## config.mk

```make
export PLATFORM = sky130hd
export DESIGN_NAME = regfile_2r1w_sb
export DESIGN_NICKNAME = d
export VERILOG_FILES = /design/src/rtl/regfile_2r1w_sb.sv
export SDC_FILE = /design/constraint.sdc
export NUM_CORES = 2
export LEC_CHECK = 0
export ABC_AREA = 1
export CAP_MARGIN = 30
export CORE_MARGIN = 4
export CORE_UTILIZATION = 50
export CTS_CLUSTER_DIAMETER = 60
export DETAILED_ROUTE_END_ITERATION = 8
export PLACE_DENSITY_LB_ADDON = 0.05
export SYNTH_ARGS = -nofsm -noshare
export SYNTH_HDL_FRONTEND = slang
export SYNTH_SLANG_ARGS = --single-unit
export TNS_END_PERCENT = 20
```

## constraint.sdc

```tcl
create_clock -name clk -period 2.3 [get_ports clk]
set_clock_uncertainty 0.05 [all_clocks]
set_input_delay 0.46 -clock clk [delete_from_list [all_inputs] [get_ports clk]]
set_output_delay 0.46 -clock clk [all_outputs]
set_load 0.02 [all_outputs]
```

## src/rtl/regfile_2r1w_sb.sv

```systemverilog
// 32x32 architectural register file: two registered read ports with write
// bypass, one writeback port and a pending-write scoreboard.

module register32 #(
  parameter int WIDTH = 32
) (
  input  logic             clk,
  input  logic             reset,
  input  logic             en_i,
  input  logic [WIDTH-1:0] d_i,
  output logic [WIDTH-1:0] q_o
);

  logic [WIDTH-1:0] data_q;

  always_ff @(posedge clk) begin
    if (!reset)    data_q <= '0;
    else if (en_i) data_q <= d_i;
  end

  assign q_o = data_q;

endmodule

module regfile_2r1w_sb #(
  parameter int WIDTH = 32,
  parameter int NREGS = 32,
  parameter int AW    = 5
) (
  input  logic             clk,
  input  logic             reset,
  input  logic [AW-1:0]    rd_addr_a,
  input  logic [AW-1:0]    rd_addr_b,
  output logic [WIDTH-1:0] rd_data_a,
  output logic [WIDTH-1:0] rd_data_b,
  output logic             rd_pend_a,
  output logic             rd_pend_b,
  input  logic             wr_en,
  input  logic [AW-1:0]    wr_addr,
  input  logic [WIDTH-1:0] wr_data,
  input  logic             rsv_en,
  input  logic [AW-1:0]    rsv_addr,
  output logic             rsv_ok,
  output logic             wr_err
);

  logic [NREGS-1:0] wr_dec;
  logic [WIDTH-1:0] regs_q [NREGS];
  logic [NREGS-1:0] pend_q, pend_d;
  logic [WIDTH-1:0] rd_data_a_q, rd_data_a_d, rd_data_b_q, rd_data_b_d;
  logic             rd_pend_a_q, rd_pend_a_d, rd_pend_b_q, rd_pend_b_d;
  logic             wr_err_q, wr_err_d;

  // Bit 0 of the decode is never set, so R0 writes vanish here.
  always_comb begin
    wr_dec = '0;
    for (int n = 1; n < NREGS; n++)
      wr_dec[n] = wr_en && (wr_addr == AW'(n));
  end

  assign regs_q[0] = '0;

  for (genvar n = 1; n < NREGS; n++) begin : g_reg
    register32 #(.WIDTH(WIDTH)) u_reg (
      .clk   (clk),
      .reset (reset),
      .en_i  (wr_dec[n]),
      .d_i   (wr_data),
      .q_o   (regs_q[n])
    );
  end

  // A writeback retiring the same register frees the slot for a new reservation.
  assign rsv_ok = rsv_en && (rsv_addr != '0) &&
                  (!pend_q[rsv_addr] || (wr_en && (wr_addr == rsv_addr)));

  always_comb begin
    pend_d = pend_q;
    for (int n = 1; n < NREGS; n++) begin
      if (rsv_ok && (rsv_addr == AW'(n))) pend_d[n] = 1'b1;
      else if (wr_dec[n])                 pend_d[n] = 1'b0;
    end
    pend_d[0] = 1'b0;
  end

  // Read outputs reflect the state after this edge's write and reservation.
  always_comb begin
    rd_data_a_d = wr_dec[rd_addr_a] ? wr_data : regs_q[rd_addr_a];
    rd_data_b_d = wr_dec[rd_addr_b] ? wr_data : regs_q[rd_addr_b];
    rd_pend_a_d = pend_d[rd_addr_a];
    rd_pend_b_d = pend_d[rd_addr_b];
    wr_err_d    = wr_en && (wr_addr != '0) && !pend_q[wr_addr];
  end

  always_ff @(posedge clk) begin
    if (!reset) begin
      pend_q      <= '0;
      rd_data_a_q <= '0;
      rd_data_b_q <= '0;
      rd_pend_a_q <= 1'b0;
      rd_pend_b_q <= 1'b0;
      wr_err_q    <= 1'b0;
    end else begin
      pend_q      <= pend_d;
      rd_data_a_q <= rd_data_a_d;
      rd_data_b_q <= rd_data_b_d;
      rd_pend_a_q <= rd_pend_a_d;
      rd_pend_b_q <= rd_pend_b_d;
      wr_err_q    <= wr_err_d;
    end
  end

  assign rd_data_a = rd_data_a_q;
  assign rd_data_b = rd_data_b_q;
  assign rd_pend_a = rd_pend_a_q;
  assign rd_pend_b = rd_pend_b_q;
  assign wr_err    = wr_err_q;

endmodule

```

; ---- Yosys cells after proc, flatten, opt, wreduce, memory -nomap -nowiden
; Index checks and enable logic that the tools add are counted.
[word_totals]
regBits = 1091
in_bits = 56
elab_cells = 263
[classes]
order_cmp = 6
eq_ne = 63
muxes = 82
bitwise = 2
n_reduce_logical = 72
[ops]
columns = operator, n
row1 = binary-select mux 32 bit (select 5 bit), 2
row2 = two-way mux 32 bit, 6
row3 = "== test 5 bit, second input constant", 32
row4 = "== test 5 x 4 -> 1 bit, second input constant", 16
row5 = two-way mux 1 bit, 68
row6 = logical AND 1 bit, 67
row7 = "== test 5 x 3 -> 1 bit, second input constant", 8
row8 = binary-select mux 1 bit (select 5 bit), 6
row9 = "< comparator 5 x 6 -> 1 bit, second input constant", 4
row10 = "== test 5 x 2 -> 1 bit, second input constant", 4
row11 = "greater-or-equal comparator 6 bit, second input constant", 2
row12 = inverter 5 -> 6 bit, 2
row13 = "== test 5 x 1 -> 1 bit, second input constant", 2
row14 = nonzero test 5 bit, 2
row15 = == test 5 bit, 1
row16 = logical NOT 1 bit, 2
row17 = logical OR 1 bit, 1

; ---- Depth between registers and ports, before layout
[depth]
ltp_word = 9
ltp_mapped = 23
mapped_depth_nobuf = 20

; ---- Modules after synthesis
; Synthesis repeated with hierarchy kept, for this count alone.
[unflattened]
cells_unflattened = 10443
hier_area_um2 = 64179.1
[modules_own_cells]
columns = module, n_inst, cells_each, area_per_inst_um2, seq_area_each_um2
row1 = register32, 31, 202, 1335.0, 640.6
row2 = regfile_2r1w_sb, 1, 4181, 22793.1, 1961.9

; ---- Worst setup path before layout
; Ideal clock, no wire load.
[synth_timing]
kind = in2reg
from = input port rsv_addr[0]
to = register rd_pend_b_q (netlist: rd_pend_b)
setup_ns = 0.064
arrival_ns = 2.234
slack_ns = -0.048
cell_stages = 20
n_path_buf = 2
cell_sequence = clkbuf_2 > inv_1 > buf_4 > nand2_1 > nand2_1 > nand2_1 > nand2_1 > nand2_1 > nand2_1 > nor2_1 > nand2_1 > a21oi_2 > nand3_1 > nand3_1 > nand3_1 > nand2_1 > nand3_1 > nand2_1 > nor2_1 > nor2_1
[synth_via]
elab_chain_cells = 9
[synth_lines]
columns = element, line_no
row1 = from (decl), 42  ; input logic [AW-1:0] rsv_addr,
row2 = binary-select mux 1 bit (select 5 bit), 75  ; (!pend_q[rsv_addr] || (wr_en && (wr_addr == rsv_addr)));
row3 = two-way mux 1 bit (not written as such), 75
row4 = logical NOT 1 bit, 75
row5 = logical OR 1 bit, 75
row6 = logical AND 1 bit *, 74  ; assign rsv_ok = rsv_en && (rsv_addr != '0) &&
row7 = named net rsv_ok, 43  ; output logic rsv_ok,
row8 = logical AND 1 bit, 80  ; if (rsv_ok && (rsv_addr == AW'(n))) pend_d[n] = 1'b1;
row9 = two-way mux 1 bit, 80
row10 = binary-select mux 1 bit (select 5 bit) *, 91  ; rd_pend_b_d = pend_d[rd_addr_b];
row11 = two-way mux 1 bit (not written as such) *, 91
row12 = to (signal assigned), 108  ; rd_pend_b_q <= rd_pend_b_d;
row13 = to (decl), 51  ; logic rd_pend_a_q, rd_pend_a_d, rd_pend_b_q, rd_pend_b_d;
; The timed path passes the listed nets; every way through them passes the cells marked *. The select of a mux whose other input is x is not followed.
; A chain may end at the register's enable or synchronous reset.

; ---- Worst setup path after layout
[layout_timing]
from = register pend_q[12]
to = output port rsv_ok
[layout_via]
elab_chain_cells = 5
[layout_lines]
columns = element, line_no
row1 = from (decl), 49  ; logic [NREGS-1:0] pend_q, pend_d;
row2 = from (signal assigned), 104  ; pend_q <= pend_d;
row3 = binary-select mux 1 bit (select 5 bit), 75
row4 = two-way mux 1 bit (not written as such), 75
row5 = logical NOT 1 bit, 75
row6 = logical OR 1 bit, 75
row7 = logical AND 1 bit, 74
row8 = to (decl), 43
; Every way passes these cells. The select of a mux whose other input is x is not followed.

==> impl_metrics.toml <==
[drt]
vias_per_cell = 6.59
drcViolationCount = 0
num_vias = 60900
first_iter_violations = 8524
final_antenna_net_count = 0
dr_wl_met3_um = 33800
wl_met1_um = 97400
finalWirelength_um = 255000
highest_layer = "met5"
avgRoutedWirePerCell_um = 27.6
wl_met2_um = 107000
first_pass_iters = 7

[hold_path]
hp-class = "in2reg"
worstHoldStart = "wr_en"
holdPathStages = 3
hold_path_end = "wr_err$_SDFF_PN0_"

[floorplanning]
die_x_um = 338
rows = 120
ios = 124
core-area_um2 = 108000
initial_utilization = 0.506
dieArea_um2 = 114000
die-height_um = 338

[logic_synthesis]
yosysTopAreaCellShare = 0.400
synth.avg_cell_area_um2 = 7.08
synth_seq_cells = 1090
synth_cell_type_count = 39
syn-instance-count = 7692
syn-num-nets = 7748
synth.cell_area_um2 = 54500
synth_seq_area_share = 0.400
yosysTopAreaCell = "dfxtp_1"
synth_warnings = 0
synth_area_leaders = "dfxtp_1 (40%), a21oi_1 (16%), o21ai_0 (14%), o221ai_1 (5.6%), inv_1 (4.8%)"

[run_status]
status = "finished with violations"
violations = "setup timing"

[place]
place_inst = 9005
portBuffers = 123
dp_hpwl_um = 162000
place_area_um2 = 61000
gp_congestion = 0.990

[power_and_ir_drop]
p_sw_uw = 13200
power_frac_seq = 0.418
swShare = 0.282
combPwrFrac = 0.138
internal-power_uw = 33600
power_density_nw_per_um2 = 717
clkPwrFrac = 0.444
power_uw = 46900
leakage_uw = 0.0233
peakVddDrop_v = 0.000643

[layout]
final_cells = 9248
num-nets-final = 7790
drive_gt1_frac = 0.122
fill_cells = 9979
fin_area_um2 = 65300
area_growth_pct = 19.9

[worst_setup_path]
crit_type = "reg2out"
cp_top_family = "simple AND/OR/NAND/NOR gates"
worst-path-stages = 10
r2r-start = "pend_q[4]$_SDFF_PN0_"
ff2ff_path_depth = 20
r2r_slack_ns = 0.13
worstPathArrival_ns = 1.96
crit_top_cell = "nand2_1"
crit_required_ns = 1.79
crit_path_max_incr_delay_ns = 0.34
crit_path_max_fanout = 2
path_cells = "nand2_1 > nand2_1 > nand2_1 > nand2_1 > nand2_1 > nand2_1 > nor2_2 > nor2_4 > a21oi_4 > buf_6"
cp_slowest_cell = "dfxtp_1"
startpoint_type = "flop"
cp_num_buf_inv = 1
worst_r2r_endpoint = "rd_pend_b$_SDFF_PN0_"
end_kind = "primary output"

[sta]
period_needed_ns = 2.47
finalSetupViolCount = 2
max_freq_mhz = 405
setup_slack_ns = -0.168
maxSlewViolCount = 0
finalHoldViolations = 0
relSlewSlack = 0.343
tns_ns = -0.169
rsz0062_at_grt = "yes"
tightest_slew_ns = 0.986
fin_crit_sh = 1.07

[clocking]
cts_buffers = 130
clock_sinks = 1090
cts_setup_buffers = 0
cts_tree = "built"
clkTransAtPathRegs_ns = 0.05
clk_latency_ns = 0.76
cts.path.max_buffers = 3
h-tree-depth = 4
cts-root-buf = "clkbuf_16"

[global_route]
grt_pass1_vias = 55800
gr-total-overflow = 0
grt_pass1_wl_um = 371000
grtUsageTotal = 0.424
antenna_found_initial = 20
grt_max_degree = 100

[run]
cap_violations = 0
-- layout make-up --
cell class	instances	area, µm²	area share
flip-flops and latches	1090	21900	0.335
inverters	711	2710	0.0415
clock buffers	193	3800	0.0582
clock inverters	36	444	0.00680
multi-input cells	5048	27000	0.413
well taps	1403	1760	0.0269
repair buffers	753	7730	0.118
diodes	14	35.0	0.000536
-- power by group through the flow --
stage,clock [µW],sequential [µW],combinational (µW)
after floorplan,0,19900,3090
after global placement,0,20000,6200
after detailed placement,0,20000,6230
after CTS,20900,19600,6200
after global routing,21700,19600,6730
final,20800,19600,6440
-- worst reg2reg max path, cell delays in order, from the launching register on --
cell     delay (ns)
dfxtp_2        0.40
nand2_1        0.08
nand2_1        0.06
nand2_1        0.04
nand2_1        0.05
nand2_1        0.04
nand2_1        0.09
nor2_2         0.05
nor2_4         0.12
nand2_2        0.13
buf_4          0.19
nand3_1        0.11
nand2_1        0.07
nand2_1        0.06
nand2_1        0.05
nor2_1         0.09
nand2_1        0.06
nand3_1        0.09
nand3_1        0.08
nand2_1        0.10
nor2_1         0.05
-- metal layers --
metal	up-vias	GRT usage
met5	-	0
met4	14	0.230
met3	1016	0.118
met2	4214	0.635
met1	28300	0.553
li1	27400	-
-- metrics by stage --
| stage | util | hold slack [ns] | worst slack [ns] |
|---|---|---|---|
| 3_3_place_gp | 0.566 | 0.400 | -0.807 |
| 3_5_place_dp | 0.566 | 0.406 | -0.822 |
| 5_1_grt | 0.607 | 0.117 | -0.250 |
| 4_1_cts | 0.606 | 0.0791 | -0.257 |
| 6_report | 0.607 | 0.0993 | -0.168 |
| 2_1_floorplan | - | 0.389 | 0.00197 |
-- layout by cell type (no fill, tap or decap), types with 11 or more instances in the layout --
cell type	instances
nor3_1	22
a31oi_1	35
buf_12	145
dlygate4sd2_1	50
a221o_1	16
o21ai_1	13
inv_6	16
clkinv_2	16
o2111ai_1	56
nand2_4	17
nand3_1	226
dfxtp_2	20
diode_2	14
inv_2	16
a21oi_1	1688
o21ai_0	1514
clkbuf_1	35
nor2_4	12
nand2_2	12
inv_1	680
nand2_1	626
nor2_1	124
or2_2	11
nand4_1	14
clkdlybuf4s50_1	52
o221ai_1	349
buf_4	490
o22ai_1	24
o211ai_1	240
clkbuf_8	25
clkbuf_16	133
dfxtp_1	1068
-- cell usage after synthesis (all sizes together) --
library cell  number
a22oi              6
a311oi             1
a221o             16
a211oi             7
nand4             14
o22ai             24
a31oi             35
nand3            228
o21a               1
a21oi           1689
dfxtp           1090
o221ai           349
a32oi              1
clkbuf           684
a21o               7
o211ai           240
clkinv             5
o21ai           1528
and3               1
buf              159
o2111ai           56
inv              706
nand2            655
nor3              24
nor2             146
or2               11
nor4               1
a221oi             8
-- state kept, by name, summed over array words and instances (netlist names) --
register and cells:
rd_data_a 32, wr_err 1, pend_q 31, rd_pend_a 1, rd_pend_b 1, g.u_reg.q_o 992
rd_data_b 32
-- worst max path at each step --
stage,slack (ns),start,to
floorplan,0.002,rsv_addr[0],rd_pend_b$_SDFF_PN0_
detailed placement,-0.82,wr_addr[1],rd_data_a[30]$_SDFF_PN0_
global placement,-0.81,rsv_addr[0],rsv_ok
finish,-0.17,pend_q[12]$_SDFF_PN0_,rsv_ok
CTS,-0.26,rsv_addr[2],rsv_ok
global route,-0.25,pend_q[5]$_SDFF_PN0_,rsv_ok
-- logic make-up after synthesis --
kind of cell,Yosys count,synth area share
AO/OA/AOI/OAI,3968,0.408
buffers and inverters,1554,0.110
flip-flops,1090,0.400
AND/OR/NAND/NOR,1080,0.0820
-- timing repair --
item	CTS	global route
endpoints found under the setup margin	81	68
pin swaps	0	8
gates cloned	0	0
endpoints found under the hold margin	0	0
resized for setup	79	37
hold buffers	0	0
(Power assumes the default switching activity.)
